==> src/rtl/boot_pkg.sv <==
// Shared types and constants for the UART boot loader.
// State encoding, protocol bytes and default inter-byte timeout.
package boot_pkg;

  typedef enum logic [2:0] {
    WAIT_SYNC,
    LEN_LO,
    LEN_HI,
    DATA,
    CHECK,
    RESPOND,
    RUN
  } boot_state_e;

  localparam logic [7:0] SYNC = 8'hA5;
  localparam logic [7:0] ACK  = 8'h06;
  localparam logic [7:0] NAK  = 8'h15;

  localparam int CLOCK_FREQ_OVER_BAUD_RATE = 72;
  localparam int BITS_PER_BYTE = 10;
  localparam int TIMEOUT_BYTES = 16;
  localparam int DEF_TIMEOUT_CYCLES =
    TIMEOUT_BYTES * BITS_PER_BYTE * CLOCK_FREQ_OVER_BAUD_RATE;

endpackage

==> src/rtl/boot_word_packer.sv <==
// Packs little-endian payload bytes into 32-bit words.
// BOOT_CHECKSUM_EN adds a running XOR of all payload bytes.
module boot_word_packer (
  input  logic        clk,
  input  logic        rst_n,
  input  logic        clr,
  input  logic        shift_en,
  input  logic [7:0]  byte_in,
  output logic [31:0] word,
  output logic        word_done
`ifdef BOOT_CHECKSUM_EN
  ,
  output logic [7:0]  csum
`endif
);

  logic [23:0] asm_q, asm_d;
  logic [1:0]  idx_q, idx_d;

  // shift bytes in from the top so byte 0 ends up lowest
  always_comb begin
    asm_d = asm_q;
    idx_d = idx_q;
    if (clr) begin
      asm_d = '0;
      idx_d = '0;
    end else if (shift_en) begin
      asm_d = {byte_in, asm_q[23:8]};
      idx_d = idx_q + 2'd1;
    end
  end

  // assembly registers
  always_ff @(posedge clk or negedge rst_n) begin
    if (!rst_n) begin
      asm_q <= '0;
      idx_q <= '0;
    end else begin
      asm_q <= asm_d;
      idx_q <= idx_d;
    end
  end

  // the 4th byte completes the word combinationally
  always_comb begin
    word      = {byte_in, asm_q};
    word_done = shift_en && !clr && (idx_q == 2'd3);
  end

`ifdef BOOT_CHECKSUM_EN
  logic [7:0] xor_q, xor_d;

  // running XOR over payload bytes only
  always_comb begin
    xor_d = xor_q;
    if (clr)           xor_d = '0;
    else if (shift_en) xor_d = xor_q ^ byte_in;
  end

  // checksum register
  always_ff @(posedge clk or negedge rst_n) begin
    if (!rst_n) xor_q <= '0;
    else        xor_q <= xor_d;
  end

  assign csum = xor_q;
`endif

endmodule

==> src/rtl/uart_boot_ctrl.sv <==
// UART boot sequencer: frame parse, imem load, ACK/NAK, core release.
// Optional BOOT_CHECKSUM_EN adds a trailing XOR checksum byte.
module uart_boot_ctrl
  import boot_pkg::*;
#(
  parameter int          ADDR_W         = 10,
  parameter logic [7:0]  SYNC_BYTE      = SYNC,
  parameter logic [7:0]  ACK_BYTE       = ACK,
  parameter logic [7:0]  NAK_BYTE       = NAK,
  parameter int          TIMEOUT_CYCLES = DEF_TIMEOUT_CYCLES
) (
  input  logic              clk,
  input  logic              reset_pin,
  input  logic              rx_valid,
  input  logic [7:0]        rx_data,
  input  logic              tx_ready,
  output logic              tx_valid,
  output logic [7:0]        tx_data,
  output logic              imem_we,
  output logic [ADDR_W-1:0] imem_addr,
  output logic [31:0]       imem_wdata,
  output logic              cpu_reset_n,
  output logic              boot_busy,
  output logic              boot_error
);

  localparam int MAX_WORDS = 2 ** ADDR_W;
  localparam int TW = $clog2(TIMEOUT_CYCLES);

  boot_state_e       state_q, state_d;
  logic [7:0]        len_lo_q, len_lo_d;
  logic [15:0]       len_q, len_d;
  logic [15:0]       len_in;
  logic [ADDR_W-1:0] word_idx_q, word_idx_d;
  logic [TW-1:0]     to_cnt_q, to_cnt_d;
  logic [1:0]        sync_cnt_q, sync_cnt_d;
  logic              resp_ack_q, resp_ack_d;
  logic              boot_error_q, boot_error_d;
  logic              we_q, we_d;
  logic [ADDR_W-1:0] addr_q, addr_d;
  logic [31:0]       wdata_q, wdata_d;
  logic              timed;
  logic              last_word;
  logic [31:0]       word;
  logic              word_done;
`ifdef BOOT_CHECKSUM_EN
  logic [7:0]        csum;
`endif

  assign len_in    = {rx_data, len_lo_q};
  assign last_word = (32'(word_idx_q) + 32'd1) == 32'(len_q);
  assign timed     = state_q inside {LEN_LO, LEN_HI, DATA, CHECK};

  boot_word_packer u_packer (
    .clk       (clk),
    .rst_n     (reset_pin),
    .clr       (state_q == LEN_LO),
    .shift_en  (state_q == DATA && rx_valid),
    .byte_in   (rx_data),
    .word      (word),
    .word_done (word_done)
`ifdef BOOT_CHECKSUM_EN
    ,
    .csum      (csum)
`endif
  );

  // state and datapath registers
  always_ff @(posedge clk or negedge reset_pin) begin
    if (!reset_pin) begin
      state_q      <= WAIT_SYNC;
      len_lo_q     <= '0;
      len_q        <= '0;
      word_idx_q   <= '0;
      to_cnt_q     <= '0;
      sync_cnt_q   <= '0;
      resp_ack_q   <= 1'b0;
      boot_error_q <= 1'b0;
      we_q         <= 1'b0;
      addr_q       <= '0;
      wdata_q      <= '0;
    end else begin
      state_q      <= state_d;
      len_lo_q     <= len_lo_d;
      len_q        <= len_d;
      word_idx_q   <= word_idx_d;
      to_cnt_q     <= to_cnt_d;
      sync_cnt_q   <= sync_cnt_d;
      resp_ack_q   <= resp_ack_d;
      boot_error_q <= boot_error_d;
      we_q         <= we_d;
      addr_q       <= addr_d;
      wdata_q      <= wdata_d;
    end
  end

  // next state, frame bookkeeping and timeout
  always_comb begin
    state_d      = state_q;
    len_lo_d     = len_lo_q;
    len_d        = len_q;
    word_idx_d   = word_idx_q;
    to_cnt_d     = '0;
    sync_cnt_d   = sync_cnt_q;
    resp_ack_d   = resp_ack_q;
    boot_error_d = boot_error_q;
    we_d         = 1'b0;
    addr_d       = addr_q;
    wdata_d      = wdata_q;
    if (timed) to_cnt_d = rx_valid ? '0 : to_cnt_q + 1'b1;
    unique case (state_q)
      WAIT_SYNC: begin
        if (rx_valid && rx_data == SYNC_BYTE) state_d = LEN_LO;
      end
      LEN_LO: begin
        if (rx_valid) begin
          len_lo_d = rx_data;
          state_d  = LEN_HI;
        end
      end
      LEN_HI: begin
        if (rx_valid) begin
          len_d      = len_in;
          word_idx_d = '0;
          if (len_in == 16'd0) begin
`ifdef BOOT_CHECKSUM_EN
            state_d = CHECK;
`else
            state_d    = RESPOND;
            resp_ack_d = 1'b1;
`endif
          end else if (32'(len_in) > MAX_WORDS) begin
            state_d    = RESPOND;
            resp_ack_d = 1'b0;
          end else begin
            state_d = DATA;
          end
        end
      end
      DATA: begin
        if (word_done) begin
          we_d    = 1'b1;
          addr_d  = word_idx_q;
          wdata_d = word;
        end
        if (we_q) begin
          word_idx_d = word_idx_q + 1'b1;
          if (last_word) begin
`ifdef BOOT_CHECKSUM_EN
            state_d = CHECK;
`else
            state_d    = RESPOND;
            resp_ack_d = 1'b1;
`endif
          end
        end
      end
      CHECK: begin
`ifdef BOOT_CHECKSUM_EN
        if (rx_valid) begin
          state_d    = RESPOND;
          resp_ack_d = (rx_data == csum);
        end
`endif
      end
      RESPOND: begin
        if (tx_ready) begin
          boot_error_d = !resp_ack_q;
          state_d      = resp_ack_q ? RUN : WAIT_SYNC;
        end
      end
      RUN: begin
        if (rx_valid) begin
          if (rx_data != SYNC_BYTE) begin
            sync_cnt_d = '0;
          end else if (sync_cnt_q == 2'd2) begin
            sync_cnt_d = '0;
            state_d    = LEN_LO;
          end else begin
            sync_cnt_d = sync_cnt_q + 2'd1;
          end
        end
      end
    endcase
    if (timed && !rx_valid && to_cnt_q == TW'(TIMEOUT_CYCLES - 1)) begin
      state_d    = RESPOND;
      resp_ack_d = 1'b0;
    end
  end

  // outputs decoded from registered state
  always_comb begin
    tx_valid    = (state_q == RESPOND);
    tx_data     = 8'h00;
    if (tx_valid) tx_data = resp_ack_q ? ACK_BYTE : NAK_BYTE;
    cpu_reset_n = (state_q == RUN);
    boot_busy   = state_q inside {LEN_LO, LEN_HI, DATA, CHECK, RESPOND};
    boot_error  = boot_error_q;
    imem_we     = we_q;
    imem_addr   = addr_q;
    imem_wdata  = wdata_q;
  end

endmodule
==> config.mk <==
export PLATFORM = sky130hd
export DESIGN_NAME = uart_boot_ctrl
export DESIGN_NICKNAME = d
export VERILOG_FILES = /design/src/rtl/boot_pkg.sv /design/src/rtl/boot_word_packer.sv /design/src/rtl/uart_boot_ctrl.sv
export SDC_FILE = /design/constraint.sdc
export NUM_CORES = 1
export LEC_CHECK = 0
export CORE_MARGIN = 1.5
export CORE_UTILIZATION = 51
export DETAILED_ROUTE_END_ITERATION = 16
export PLACE_DENSITY = 0.77
export SLEW_MARGIN = 15
export SYNTH_ARGS = -nofsm -noshare
export SYNTH_HDL_FRONTEND = slang
export SYNTH_HIERARCHICAL = 1
export SYNTH_SLANG_ARGS = --single-unit
export TNS_END_PERCENT = 50
==> constraint.sdc <==
create_clock -name clk -period 2.05 [get_ports clk]
set_input_delay 0.205 -clock clk [delete_from_list [all_inputs] [get_ports clk]]
set_output_delay 0.205 -clock clk [all_outputs]
set_load 0.1 [all_outputs]
==> summary.md <==
| Metric | Value |
|---|---|
| RePlAce Congestion | `0.8116` |
| Most frequent cells in the layout | `dfrtp_1 (120), buf_4 (97), mux2_2 (67)` |
| Number of iterations in the first detailed-routing pass | `4` |
| Synth Cell Area | `between 5000 and 6000 µm²` |
| Ys Warns | `6` |
| Die ar. | `approximately 12,000 µm²` |
| RSZ-0062 raised after global routing | `yes` |
| Crit path required time | `2.36 ns` |
| Async set-or-reset flop fraction in the synthesized netlist | `100.0%` |
| Die span in y | `109.4 µm` |
| Top Ports | `67` |
| Via count | `4,183` |
| Root buf cell | `clkbuf_16` |
| Initial Util | `52.76%` |
| Core Rows | `38` |
| First-pass GRT wire length | `approximately 21,000 µm` |
| CP endpoint kind | `flop` |
| GR Overflow Total | `0` |
| Clk Latency, worst-skew pair | `0.41 ns` |
| FF-to-FF Start | `word_idx_q[0]` |
| Distinct cell type count after synthesis | `57` |
| Largest net degree at the start of global routing | `about 70` |
| Fill cell count | `779` |
| Fmax achieved | `494.8 MHz` |
| CTS buffer count | `17` |
| WHS | `0.2702 ns` |
| I/O Buffers | `62` |
| Dpl hpwl | `8492 µm` |
| Post-Route Utilization | `68.47%` |
| Clock Tree Buf Depth | `2` |
| Share of cells above drive strength 1 | `41.16%` |
| Period utilization | `98.58%` |
| Tmin final | `2.021 ns` |
| Seq/Total Area, Yosys | `53.78%` |
| Layout Cells excl Fill | `roughly 750` |
| Clock tree sinks | `124` |
| Worst Path Arrival | `2.33 ns` |
| Vias in the first global route | `4,279` |
| Most common flop cell mapped by yosys | `dfrtp_1` |
| Drt total wl | `13,370 µm` |
| Clock skew | `0.01016 ns` |
| Crit path launch | `word_idx_q[0]` |
| Fin nets | `between 600 and 700` |
| Max-cap violations | `0` |
| Yosys reg bits | `roughly 120` |
| Worst Path Max Fanout | `5` |
| Worst min path class | `in -> async` |
| Initial antenna violation count | `0` |
| CTS tree | `built` |
| Setup violators final | `0` |
| DR vias/cell | `5.615` |
| H-tree Lvls | `4` |
| Total GRT Usage | `between 20% and 30%` |
| DP Cell Count | `701` |
| Initial DRC count | `around 240` |
| Critical path type | `reg -> reg` |
| Core area | `roughly 11,000 µm²` |
| Count of flip-flops with a built-in enable after synthesis | `0` |
| Final Slew Violations | `0` |
| Ant diodes | `0` |
| Post-DRT Antenna Nets | `0` |
| Hold Vio Cnt, Final | `0` |
| DIE WIDTH | `109.4 µm` |
| Worst Setup Start Kind | `flop` |
| Syn Area/Cell | `11.80 µm²` |
| Outcome | `complete, no violations` |
| Synth-to-Final Area Change | `29.78%` |
| Synth Instances | `489` |
| WL per Instance | `between 15 and 20 µm` |
| Worst-path clk slew | `about 0.060 ns` |
| Most common cell after layout, fill and taps aside | `dfrtp_1` |
| DRC viols | `0` |
==> Yosys cell counts, types with 2 or more instances <==
library cell	n	area (µm²)
dfrtp_1	124	3103
mux2_2	67	754.5
nor2_1	55	206.5
nand2_1	35	131.4
mux2i_1	26	260.3
o21ai_0	17	85.08
buf_4	15	112.6
nand3_1	14	70.07
xor2_1	14	122.6
buf_2	12	60.06
xnor2_1	11	96.34
a21oi_1	9	45.04
nand4_1	8	50.05
nor3_1	7	35.03
clkbuf_1	5	18.77
and3_1	4	25.02
buf_6	4	45.04
inv_1	4	15.01
nand2b_1	4	25.02
o31ai_1	4	30.03
a31oi_1	3	18.77
ha_1	3	37.54
o41ai_1	3	26.28
and2_1	2	12.51
and2b_2	2	17.52
buf_12	2	40.04
nor4_1	2	12.51
or3_1	2	12.51
or4_1	2	15.01
or4_4	2	22.52
==> cell families after synthesis <==
kind of cell / count (synthesis) / synth area share [%]
DFF: 124 / 53.78
AOI/OAI and AO/OA: 47 / 5.704
xor gates and xnor gates: 25 / 3.795
adders and majority gates: 3 / 0.6507
and+or+nand+nor: 152 / 13.21
buffers and inverters: 44 / 5.205
muxes: 93 / 17.59
other: 1 / 0.06500
==> final timing paths <==
path                       cells past startpoint  slack (ns)             to
max                                            7        0.03     resp_ack_q
min                                            2        0.27  imem_wdata[9]
max reg2reg                                    7        0.03     resp_ack_q
min reg2reg                                    1        0.50   imem_addr[3]
max in group asynchronous                      3        1.04  word_idx_q[2]
min in group clk                               3        0.33       len_q[9]
==> worst max-delay path, cell delays in order, from the launching register on <==
cell and delay [ns]:
dfrtp_1 0.41, buf_6 0.14, nand4_1 0.16, or2_4 0.30, or4_4 0.43, nand3_4 0.11
nand4_1 0.12, a221oi_2 0.26
==> layer usage <==
layer / GRT usage [%] / share of wire (%)
met1: 30.87 / 43
met2: 38.95 / 51
met3: 4.327 / 3.5
met4: 8.256 / 1.7
met5: 0 / 0
==> metrics by stage <==
step	setup WS, ns	TNS [ns]	instance area (µm²)
final	0.02909	0	7487
after global routing	-0.08034	-0.2017	7487
after CTS	0.004478	0	7292
after detailed placement	-0.3775	-1.345	6673
after global placement	-0.3497	-1.134	6673
after floorplan	-0.1385	-0.4610	5827
==> state kept, by name (all words and copies together) (netlist names), 3 cells and up <==
register and count:
imem_wdata 32, state_q 3, to_cnt_q 14, imem_addr 10, len_lo_q 8, u_packer/asm_q 24
word_idx_q 10, len_q 16
==> area by class of cell <==
class	count	area, µm²	area share, %
Tap cell	140	175.2	2.340
Timing Repair Buffer	120	1064	14.20
Multi-Input combinational cell	324	2527	33.76
Sequential cell	124	3108	41.51
Clock inverter	12	137.6	1.838
Inverter	5	18.77	0.2507
Clock buffer	20	456.7	6.100
==> what timing repair did <==
action / in CTS / in global routing
gates resized for setup: 5 / 27
pin swaps: 1 / 11
hold buffers: 1 / 0
cloned: 0 / 0
endpoints found under the hold margin: 29 / 0
endpoints found under the setup margin: 5 / 9
setup buffers: 0 / 11
Power is left out: the tool's default activity adds up to more than one toggle a clock period on the data nets, which glitch-free logic cannot reach.
